[src/rtl/legv8_ctrl_pkg.sv]
// Shared encodings for the LEGv8 control path: FSM states, opcode classes, ALU and
// sign-extend selects, opcode match patterns and the per-class EXEC control bundle.
package legv8_ctrl_pkg;

  typedef enum logic [2:0] {
    FETCH  = 3'd0,
    DECODE = 3'd1,
    EXEC   = 3'd2,
    MEM    = 3'd3,
    WB     = 3'd4,
    TRAP   = 3'd7
  } state_e;

  typedef enum logic [3:0] {
    R_AND, R_ORR, R_ADD, R_SUB, I_ADD, I_SUB, B, CBZ, LDUR, STUR, MOVZ, ILLEGAL
  } opclass_e;

  localparam logic [3:0] ALUOP_AND   = 4'b0000;
  localparam logic [3:0] ALUOP_ORR   = 4'b0001;
  localparam logic [3:0] ALUOP_ADD   = 4'b0010;
  localparam logic [3:0] ALUOP_SUB   = 4'b0110;
  localparam logic [3:0] ALUOP_PASSB = 4'b0111;

  localparam logic [1:0] SIGNOP_ALU = 2'b00;
  localparam logic [1:0] SIGNOP_D   = 2'b01;
  localparam logic [1:0] SIGNOP_B   = 2'b10;
  localparam logic [1:0] SIGNOP_CB  = 2'b11;

  // '?' bits belong to immediate/register fields and are ignored by casez.
  localparam logic [10:0] OPC_AND  = 11'b10001010000;
  localparam logic [10:0] OPC_ORR  = 11'b10101010000;
  localparam logic [10:0] OPC_ADD  = 11'b10001011000;
  localparam logic [10:0] OPC_SUB  = 11'b11001011000;
  localparam logic [10:0] OPC_ADDI = 11'b1001000100?;
  localparam logic [10:0] OPC_SUBI = 11'b1101000100?;
  localparam logic [10:0] OPC_B    = 11'b000101?????;
  localparam logic [10:0] OPC_CBZ  = 11'b10110100???;
  localparam logic [10:0] OPC_LDUR = 11'b11111000010;
  localparam logic [10:0] OPC_STUR = 11'b11111000000;
  localparam logic [10:0] OPC_MOVZ = 11'b110100101??;

  typedef struct packed {
    logic [3:0] aluop;
    logic       alusrc;
    logic [1:0] signop;
    logic       reg2loc;
  } exec_ctrl_t;

  function automatic exec_ctrl_t exec_ctrl(input opclass_e cls);
    exec_ctrl_t c;
    c = '0;
    case (cls)
      R_AND: c.aluop = ALUOP_AND;
      R_ORR: c.aluop = ALUOP_ORR;
      R_ADD: c.aluop = ALUOP_ADD;
      R_SUB: c.aluop = ALUOP_SUB;
      I_ADD: begin
        c.aluop  = ALUOP_ADD;
        c.alusrc = 1'b1;
        c.signop = SIGNOP_ALU;
      end
      I_SUB: begin
        c.aluop  = ALUOP_SUB;
        c.alusrc = 1'b1;
        c.signop = SIGNOP_ALU;
      end
      B: c.signop = SIGNOP_B;
      CBZ: begin
        c.aluop   = ALUOP_PASSB;
        c.signop  = SIGNOP_CB;
        c.reg2loc = 1'b1;
      end
      LDUR: begin
        c.aluop  = ALUOP_ADD;
        c.alusrc = 1'b1;
        c.signop = SIGNOP_D;
      end
      STUR: begin
        c.aluop   = ALUOP_ADD;
        c.alusrc  = 1'b1;
        c.signop  = SIGNOP_D;
        c.reg2loc = 1'b1;
      end
      MOVZ: begin
        c.aluop  = ALUOP_PASSB;
        c.alusrc = 1'b1;
        c.signop = SIGNOP_ALU;
      end
      default: c = '0;
    endcase
    return c;
  endfunction

endpackage

[src/rtl/opcode_class_decode.sv]
// Combinational mapping of the 11-bit LEGv8 opcode field onto an instruction class.
// Shared by the single-cycle and multi-cycle control paths.
module opcode_class_decode
  import legv8_ctrl_pkg::*;
(
  input  logic [10:0] opcode_i,
  output opclass_e    class_o
);

  always_comb begin
    class_o = ILLEGAL;
    casez (opcode_i)
      OPC_AND:  class_o = R_AND;
      OPC_ORR:  class_o = R_ORR;
      OPC_ADD:  class_o = R_ADD;
      OPC_SUB:  class_o = R_SUB;
      OPC_ADDI: class_o = I_ADD;
      OPC_SUBI: class_o = I_SUB;
      OPC_B:    class_o = B;
      OPC_CBZ:  class_o = CBZ;
      OPC_LDUR: class_o = LDUR;
      OPC_STUR: class_o = STUR;
      OPC_MOVZ: class_o = MOVZ;
      default:  class_o = ILLEGAL;
    endcase
  end

endmodule

[src/rtl/multicycle_control.sv]
// Multi-cycle FETCH/DECODE/EXEC/MEM/WB sequencer for the LEGv8 subset datapath, with
// memory-timeout and illegal-opcode traps. Define MC_PERF_CNT_EN to add cycle/instruction counters.
module multicycle_control
  import legv8_ctrl_pkg::*;
#(
  parameter int MEM_TIMEOUT = 255
) (
  input  logic        CLK,
  input  logic        resetl,
  input  logic        run,
  input  logic [10:0] opcode,
  input  logic        zero,
  input  logic        imem_ready,
  input  logic        dmem_ready,
  output logic        imem_req,
  output logic        ir_write,
  output logic        dmem_req,
  output logic        memread,
  output logic        memwrite,
  output logic        reg2loc,
  output logic        alusrc,
  output logic        mem2reg,
  output logic        regwrite,
  output logic [3:0]  aluop,
  output logic [1:0]  signop,
  output logic        pc_write,
  output logic        pc_src,
  output logic [2:0]  state,
  output logic        trap
`ifdef MC_PERF_CNT_EN
  ,
  output logic [31:0] cycle_cnt,
  output logic [31:0] instr_cnt
`endif
);

  localparam logic [7:0] TIMEOUT_LAST = 8'(MEM_TIMEOUT - 1);

  state_e     state_q, state_d;
  opclass_e   cls_q, cls_d;
  opclass_e   dec_cls;
  logic [7:0] cnt_q, cnt_d;
  exec_ctrl_t ec;
  logic       req_ok;

  opcode_class_decode u_decode (
    .opcode_i (opcode),
    .class_o  (dec_cls)
  );

  assign ec = exec_ctrl(cls_q);
  // The fetch request follows run, but is held off while reset is asserted so every output is 0.
  assign req_ok = run & resetl;

  always_ff @(posedge CLK or negedge resetl) begin
    if (!resetl) begin
      state_q <= FETCH;
      cls_q   <= R_AND;
      cnt_q   <= '0;
    end else begin
      state_q <= state_d;
      cls_q   <= cls_d;
      cnt_q   <= cnt_d;
    end
  end

  // The wait counter is zero on entry to FETCH/MEM, because every other path leaves cnt_d at its default.
  // A ready in the final allowed cycle is checked first, so it beats the timeout.
  always_comb begin
    state_d  = state_q;
    cls_d    = cls_q;
    cnt_d    = '0;
    imem_req = 1'b0;
    ir_write = 1'b0;
    dmem_req = 1'b0;
    memread  = 1'b0;
    memwrite = 1'b0;
    reg2loc  = 1'b0;
    alusrc   = 1'b0;
    mem2reg  = 1'b0;
    regwrite = 1'b0;
    aluop    = '0;
    signop   = '0;
    pc_write = 1'b0;
    pc_src   = 1'b0;
    case (state_q)
      FETCH: begin
        imem_req = req_ok;
        if (req_ok && imem_ready) begin
          ir_write = 1'b1;
          state_d  = DECODE;
        end else if (req_ok) begin
          if (cnt_q == TIMEOUT_LAST) state_d = TRAP;
          else cnt_d = cnt_q + 8'd1;
        end else begin
          cnt_d = cnt_q;
        end
      end
      DECODE: begin
        cls_d   = dec_cls;
        state_d = (dec_cls == ILLEGAL) ? TRAP : EXEC;
      end
      EXEC: begin
        aluop   = ec.aluop;
        alusrc  = ec.alusrc;
        signop  = ec.signop;
        reg2loc = ec.reg2loc;
        case (cls_q)
          B: begin
            pc_write = 1'b1;
            pc_src   = 1'b1;
            state_d  = FETCH;
          end
          CBZ: begin
            pc_write = 1'b1;
            pc_src   = zero;
            state_d  = FETCH;
          end
          LDUR, STUR: state_d = MEM;
          default:    state_d = WB;
        endcase
      end
      MEM: begin
        dmem_req = 1'b1;
        memread  = (cls_q == LDUR);
        memwrite = (cls_q == STUR);
        if (dmem_ready) begin
          if (cls_q == LDUR) begin
            state_d = WB;
          end else begin
            pc_write = 1'b1;
            state_d  = FETCH;
          end
        end else if (cnt_q == TIMEOUT_LAST) begin
          state_d = TRAP;
        end else begin
          cnt_d = cnt_q + 8'd1;
        end
      end
      WB: begin
        regwrite = 1'b1;
        mem2reg  = (cls_q == LDUR);
        pc_write = 1'b1;
        state_d  = FETCH;
      end
      TRAP:    state_d = TRAP;
      default: state_d = TRAP;
    endcase
  end

  assign state = state_q;
  assign trap  = (state_q == TRAP);

`ifdef MC_PERF_CNT_EN
  logic [31:0] cycle_cnt_q, instr_cnt_q;

  always_ff @(posedge CLK or negedge resetl) begin
    if (!resetl) begin
      cycle_cnt_q <= '0;
      instr_cnt_q <= '0;
    end else begin
      if (state_q != TRAP) cycle_cnt_q <= cycle_cnt_q + 32'd1;
      if (pc_write)        instr_cnt_q <= instr_cnt_q + 32'd1;
    end
  end

  assign cycle_cnt = cycle_cnt_q;
  assign instr_cnt = instr_cnt_q;
`endif

endmodule

[config.mk]
export PLATFORM = sky130hd
export DESIGN_NAME = multicycle_control
export DESIGN_NICKNAME = d
export VERILOG_FILES = /design/src/rtl/legv8_ctrl_pkg.sv /design/src/rtl/opcode_class_decode.sv /design/src/rtl/multicycle_control.sv
export SDC_FILE = /design/constraint.sdc
export NUM_CORES = 1
export LEC_CHECK = 0
export BUFFER_PORTS_ARGS = -buffer_cell sky130_fd_sc_hd__clkbuf_2
export CORE_ASPECT_RATIO = 1.2
export CORE_MARGIN = 2
export CORE_UTILIZATION = 35
export DETAILED_ROUTE_END_ITERATION = 12
export PLACE_DENSITY = 0.56
export SETUP_SLACK_MARGIN = 0.2
export SYNTH_ARGS = -nofsm -noshare
export SYNTH_HDL_FRONTEND = slang
export SYNTH_SLANG_ARGS = --single-unit
[constraint.sdc]
create_clock -name CLK -period 3.8 [get_ports CLK]
set_input_delay 0.57 -clock CLK [delete_from_list [all_inputs] [get_ports CLK]]
set_output_delay 0.57 -clock CLK [all_outputs]
set_load 0.005 [all_outputs]
==> impl_metrics.yaml, run 1 <==
worst_setup_path:
  crit_arrival_ps: 1890
  crit_type: "reg2out"
  startpoint: "state[1]"
  critPathMaxFanout: 16
  cp-start-kind: "flop"
  r2r_start: "state[0]"
  cp_cell_sequence: "or3b_2, nor2_1, a311o_1, clkbuf_2"
  slowest_stage: "dfrtp_1"
  cp_slowest_stage_delay_ps: 600
  endpoint_kind: "primary output"
  cp.required_ps: 3230
cts:
  cts_buffer_depth: 2
  clkLatencyLatePin_ps: 250
  post_cts_resized: 0
  cts.reportedPaths.clkPinSlew_ps: 70
  ctsHoldBuffers: 0
  cts_inserted_buffers: 3
  htreeDepth: 1
  tritoncts: "yes"
  cts_setup_buffers: 0
  cts-root-buf: "clkbuf_8"
  clock-sinks: 15
layout:
  layout-drive-gt1-share: 0.248
  diodes: 0
  finalCoreUtilization: 0.436
  final_nets: 226
  fillers: 389
  syn2layout_area_growth_pct: 18.8
  instances_no_fill: 258
detailed_routing:
  first_iter_violations: 62
  dr_total_vias: 1431
  wl_per_cell_um: 13.3
  first_pass_iters: 4
  drc_errors: 0
  vias_per_cell: 5.55
  wirelength_mm: 3.44
  ant_nets: 0
global_route:
  grt_overflow: 0
  grt_max_degree: 19
  grt_pass1_vias: 1340
  track_usage: 0.168
  antenna_found_initial: 0
  grt_pass1_wl_mm: 5.76
die:
  io_pins: 38
  die_h_um: 71.6
  rows: 24
  start_util: 0.367
  die_w_um: 60.4
  die_area_um2: 4320
  core_um2: 3630
yosys:
  syn_avg_cell_area_um2: 7.71
  synth_fp_nets: 192
  async_flop_share: 1.00
  synth_warnings: 0
  yosys_register_bits: 15
  ys_seq_area_frac: 0.281
  syn_inst: 173
  synth_edf_count: 0
  syn_area_um2: 1330
  synth_flop_cell: "dfrtp_1"
  synth_top_area_frac: 0.281
  yosys-top-cells-area: "dfrtp_1, nor2_1, nor4bb_1"
  synth_cell_type_count: 49
  yosysTopAreaCell: "dfrtp_1"
timing:
  fin_crit_ps: 2460
  rsz0062_at_grt: "no"
  setup_viol_count_final: 0
  finalCritPeriodShare: 0.647
  report.final.hold_viol_count: 0
  holdWs_ps: 258
  max_freq_mhz: 407
  drv_slew: 0
  skew_ps: 4.51
  setup_tns_ps: 0
hold_path:
  hp-class: "in2async"
power_and_ir_drop:
  p_leak_nw: 0.648
  irDropWorstVdd_v: 0.0000876
  power.density_nw_per_um2: 203
outcome:
  status: "finished clean"
placed_design:
  gp_congestion: 0.840
  numPortBuffers: 36
  dp_cells: 254
  dp_hpwl_mm: 2.64
run:
  cap_viol_max_count: 0
cell families (layout without fill, tap and decap cells):
kind of cell | Yosys count | in the layout | share of synthesized area
compound gates | 54 | 54 | 0.276
fa+ha+maj | 2 | 2 | 0.0188
buf+inv | 13 | 46 | 0.0469
flops | 15 | 15 | 0.281
mux | 2 | 2 | 0.0169
other cells | 1 | 1 | 0.00281
simple gates | 86 | 86 | 0.357
registers in the layout (all words and copies together), names as in the netlist:
signal  cells
cls_q       4
cnt_q       8
state       3
synthesized netlist by cell type, types with 2 or more instances:
library cell  instances
a21oi_1              11
a21oi_2               3
a22o_1                6
a31oi_1               3
and3_1                2
buf_2                 2
clkbuf_1              3
dfrtp_1              15
ha_1                  2
inv_1                 6
mux2_2                2
nand2_1              14
nand2b_1              4
nand3_1               7
nand3b_1              4
nand4_1               3
nor2_1               24
nor2b_1               5
nor3_1                4
nor3b_1               2
nor4bb_1              6
o211ai_1              2
o21a_1                2
o21ai_0              12
o31ai_1               3
or3_1                 3
cell usage in the layout (no fill, tap or decap), types with 2 or more instances in the layout:
| cell | n |
|---|---|
| nand4_1 | 3 |
| nor4bb_1 | 6 |
| o21a_1 | 2 |
| nand2b_1 | 4 |
| clkbuf_8 | 3 |
| nor2_1 | 24 |
| a22o_1 | 6 |
| o31ai_1 | 3 |
| nor3_1 | 4 |
| ha_1 | 2 |
| nand2_1 | 14 |
| clkbuf_2 | 36 |
| nand3_1 | 7 |
| or3_1 | 3 |
| nor3b_1 | 2 |
| nor2b_1 | 5 |
| inv_1 | 6 |
| a21oi_2 | 3 |
| and3_1 | 2 |
| a21oi_1 | 11 |
| o211ai_1 | 2 |
| a31oi_1 | 3 |
| o21ai_0 | 12 |
| mux2_2 | 2 |
| nand3b_1 | 4 |
| dfrtp_1 | 15 |
routing by layer:
metal,wire (um),part of all wire,up-vias,track usage
li1,-,-,712,-
met1,1550,0.45,682,0.204
met2,1740,0.51,31,0.296
met3,88,0.026,6,0.0126
met4,57,0.017,0,0.0716
met5,0,0,-,0
where the power goes:
part / internal [mW] / leakage [nW] / switching (mW)
sequential: 0.160 / 0.173 / 0.000172
combinational: 0.0125 / 0.452 / 0.0176
clock: 0.0742 / 0.0228 / 0.0572
total: 0.246 / 0.648 / 0.0749
final cells by class:
class                      count  area (um2)  share of cell area
clock buffer                   4        45.0              0.0284
inverter                       6        22.5              0.0142
multi-input combinational    145         896               0.566
sequential                    15         375               0.237
tap                           52        65.1              0.0411
timing repair buffer          36         180               0.114
critical path: cells and delay by family, from the launching register on:
kind / cells / cell delay [ps]
flops: 1 / 600
simple gates: 2 / 770
compound gates: 1 / 150
buf+inv: 1 / 110
metrics by stage:
step,power (mW),cell area (um2),worst slack (ps)
after CTS,0.327,1580,1330
final,0.321,1580,1340
after global routing,0.339,1580,1210
after floorplan,0.175,1330,1830
after detailed placement,0.193,1540,1610
after global placement,0.192,1540,1720
final timing paths:
| path | to | slack [ps] | cells past startpoint |
|---|---|---|---|
| setup / recovery | pc_write | 1340 | 4 |
| hold / removal | state[1] | 260 | 1 |
| setup reg to reg | cnt_q[0] | 1870 | 4 |
| hold reg to reg | cnt_q[7] | 490 | 1 |
| max in group asynchronous | cls_q[2] | 3230 | 1 |
| min in group CLK | cnt_q[7] | 490 | 1 |
Power figures use the tool's default switching activity.
==> run 2, diff against run 1 <==
==> constraint.sdc (replaced) <==
create_clock -name CLK -period 2.6 [get_ports CLK]
set_input_delay 0.39 -clock CLK [delete_from_list [all_inputs] [get_ports CLK]]
set_output_delay 0.39 -clock CLK [all_outputs]
set_load 0.005 [all_outputs]
==> run 2 against run 1 <==
Against the previous run: wire length is 2.1% higher; count of clock-buffer cells in the layout is the same; critical path depth is the same; total power is 47% higher; via count grew 2.3%; first-iteration DRC count up 35%; flip-flop and latch count did not move; critical path type unchanged.
==> impl_metrics.yaml, run 2 (synthesis results as in run 1) <==
detailed_routing:
  wirelength_mm: 3.52
  vias_per_cell: 5.65
  first_iter_violations: 84
  ant_nets: 0
  wl_per_cell_um: 13.6
  drc_errors: 0
  dr_total_vias: 1464
  first_pass_iters: 4
timing:
  relSlewSlack: 0.665
  holdWs_ps: 78.6
  report.final.hold_viol_count: 0
  finalCritPeriodShare: 0.868
  setup_viol_count_final: 0
  fin_crit_ps: 2260
  skew_ps: 2.73
  setup_tns_ps: 0
  tightest_slew_ps: 500
  rsz0062_at_grt: "no"
  max_freq_mhz: 443
  drv_slew: 0
die:
  die_w_um: 60.4
  rows: 24
  die_h_um: 71.6
  start_util: 0.367
  core_um2: 3630
  io_pins: 38
  die_area_um2: 4320
power_and_ir_drop:
  irDropWorstVdd_v: 0.000135
  total_power_uw: 474
  p_leak_nw: 0.652
  power.density_nw_per_um2: 298
placed_design:
  gp_congestion: 0.831
  dp_cells: 255
  numPortBuffers: 36
  dp_hpwl_mm: 2.68
layout:
  diodes: 0
  syn2layout_area_growth_pct: 19.3
  largest_reg_flops: 8
  regMostFlops: "cnt_q"
  finalCoreUtilization: 0.438
  final_common_cell: "clkbuf_2"
  final_nets: 227
  instances_no_fill: 259
  layout-drive-gt1-share: 0.251
  mostFrequentLayoutCells: "clkbuf_2, nor2_1, dfrtp_1"
cts:
  cts_inserted_buffers: 3
  cts-root-buf: "clkbuf_8"
  cts.reportedPaths.clkPinSlew_ps: 70
  cts_setup_buffers: 0
  ctsHoldBuffers: 0
  cts_buffer_depth: 2
  clkLatencyLatePin_ps: 250
  clock-sinks: 15
  htreeDepth: 1
  tritoncts: "yes"
  post_cts_resized: 0
global_route:
  grt_max_degree: 19
  grt_pass1_wl_mm: 5.87
  track_usage: 0.172
  grt_pass1_vias: 1381
  grt_overflow: 0
  antenna_found_initial: 0
worst_setup_path:
  cp.required_ps: 2210
  cp-start-kind: "flop"
  critPathMaxFanout: 16
  crit_arrival_ps: 1870
  slowest_stage: "dfrtp_1"
  ff2ff_setup_slack_ps: 690
  cp_slowest_stage_delay_ps: 600
  cp_cell_sequence: "or3b_2, nor2_1, a311o_1, clkbuf_2"
  crit_type: "reg2out"
  endpoint_kind: "primary output"
hold_path:
  hp-class: "in2async"
outcome:
  status: "finished clean"
run:
  cap_viol_max_count: 0
==> run 2: power by group <==
part           leakage (nW)  internal, mW  switching (mW)
Combinational         0.456        0.0183          0.0269
Clock                0.0228         0.109          0.0866
Sequential            0.173         0.233        0.000251
==> run 2: layout make-up <==
| class | instances | area, um2 |
|---|---|---|
| Fill cell | 376 | 2040 |
| Timing Repair Buffer | 37 | 188 |
| Inverter | 6 | 22.5 |
| Tap cell | 52 | 65.1 |
| Multi-Input combinational cell | 145 | 896 |
| Clock buffer | 4 | 45.0 |
| Sequential cell | 15 | 375 |
==> run 2: worst paths after layout <==
check,startpoint,endpoint,cells after the start
setup / recovery,state[1],pc_write,4
hold / removal,resetl,cnt_q[6],1
setup reg to reg,state[1],cnt_q[0],5
hold reg to reg,cnt_q[7],cnt_q[7],1
max in group asynchronous,resetl,cnt_q[1],1
min in group CLK,cnt_q[7],cnt_q[7],1
==> run 2: metal layers <==
layer,wire (um),GRT usage
met5,0,0
met4,65,0.0840
met3,122,0.0162
met2,1790,0.301
met1,1540,0.206
==> run 2: per-stage QoR <==
stage | worst slack (ps) | cell area (um2)
3_5_place_dp | 613 | 1550
2_1_floorplan | 809 | 1330
3_3_place_gp | 678 | 1550
5_1_grt | 204 | 1590
6_report | 344 | 1590
4_1_cts | 335 | 1590
==> run 2: critical path: cells and delay by family (launching register included) <==
kind	cells	cell delay [ps]
and+or+nand+nor	2	760
buffers and inverters	1	110
DFF	1	600
AOI/OAI and AO/OA	1	150
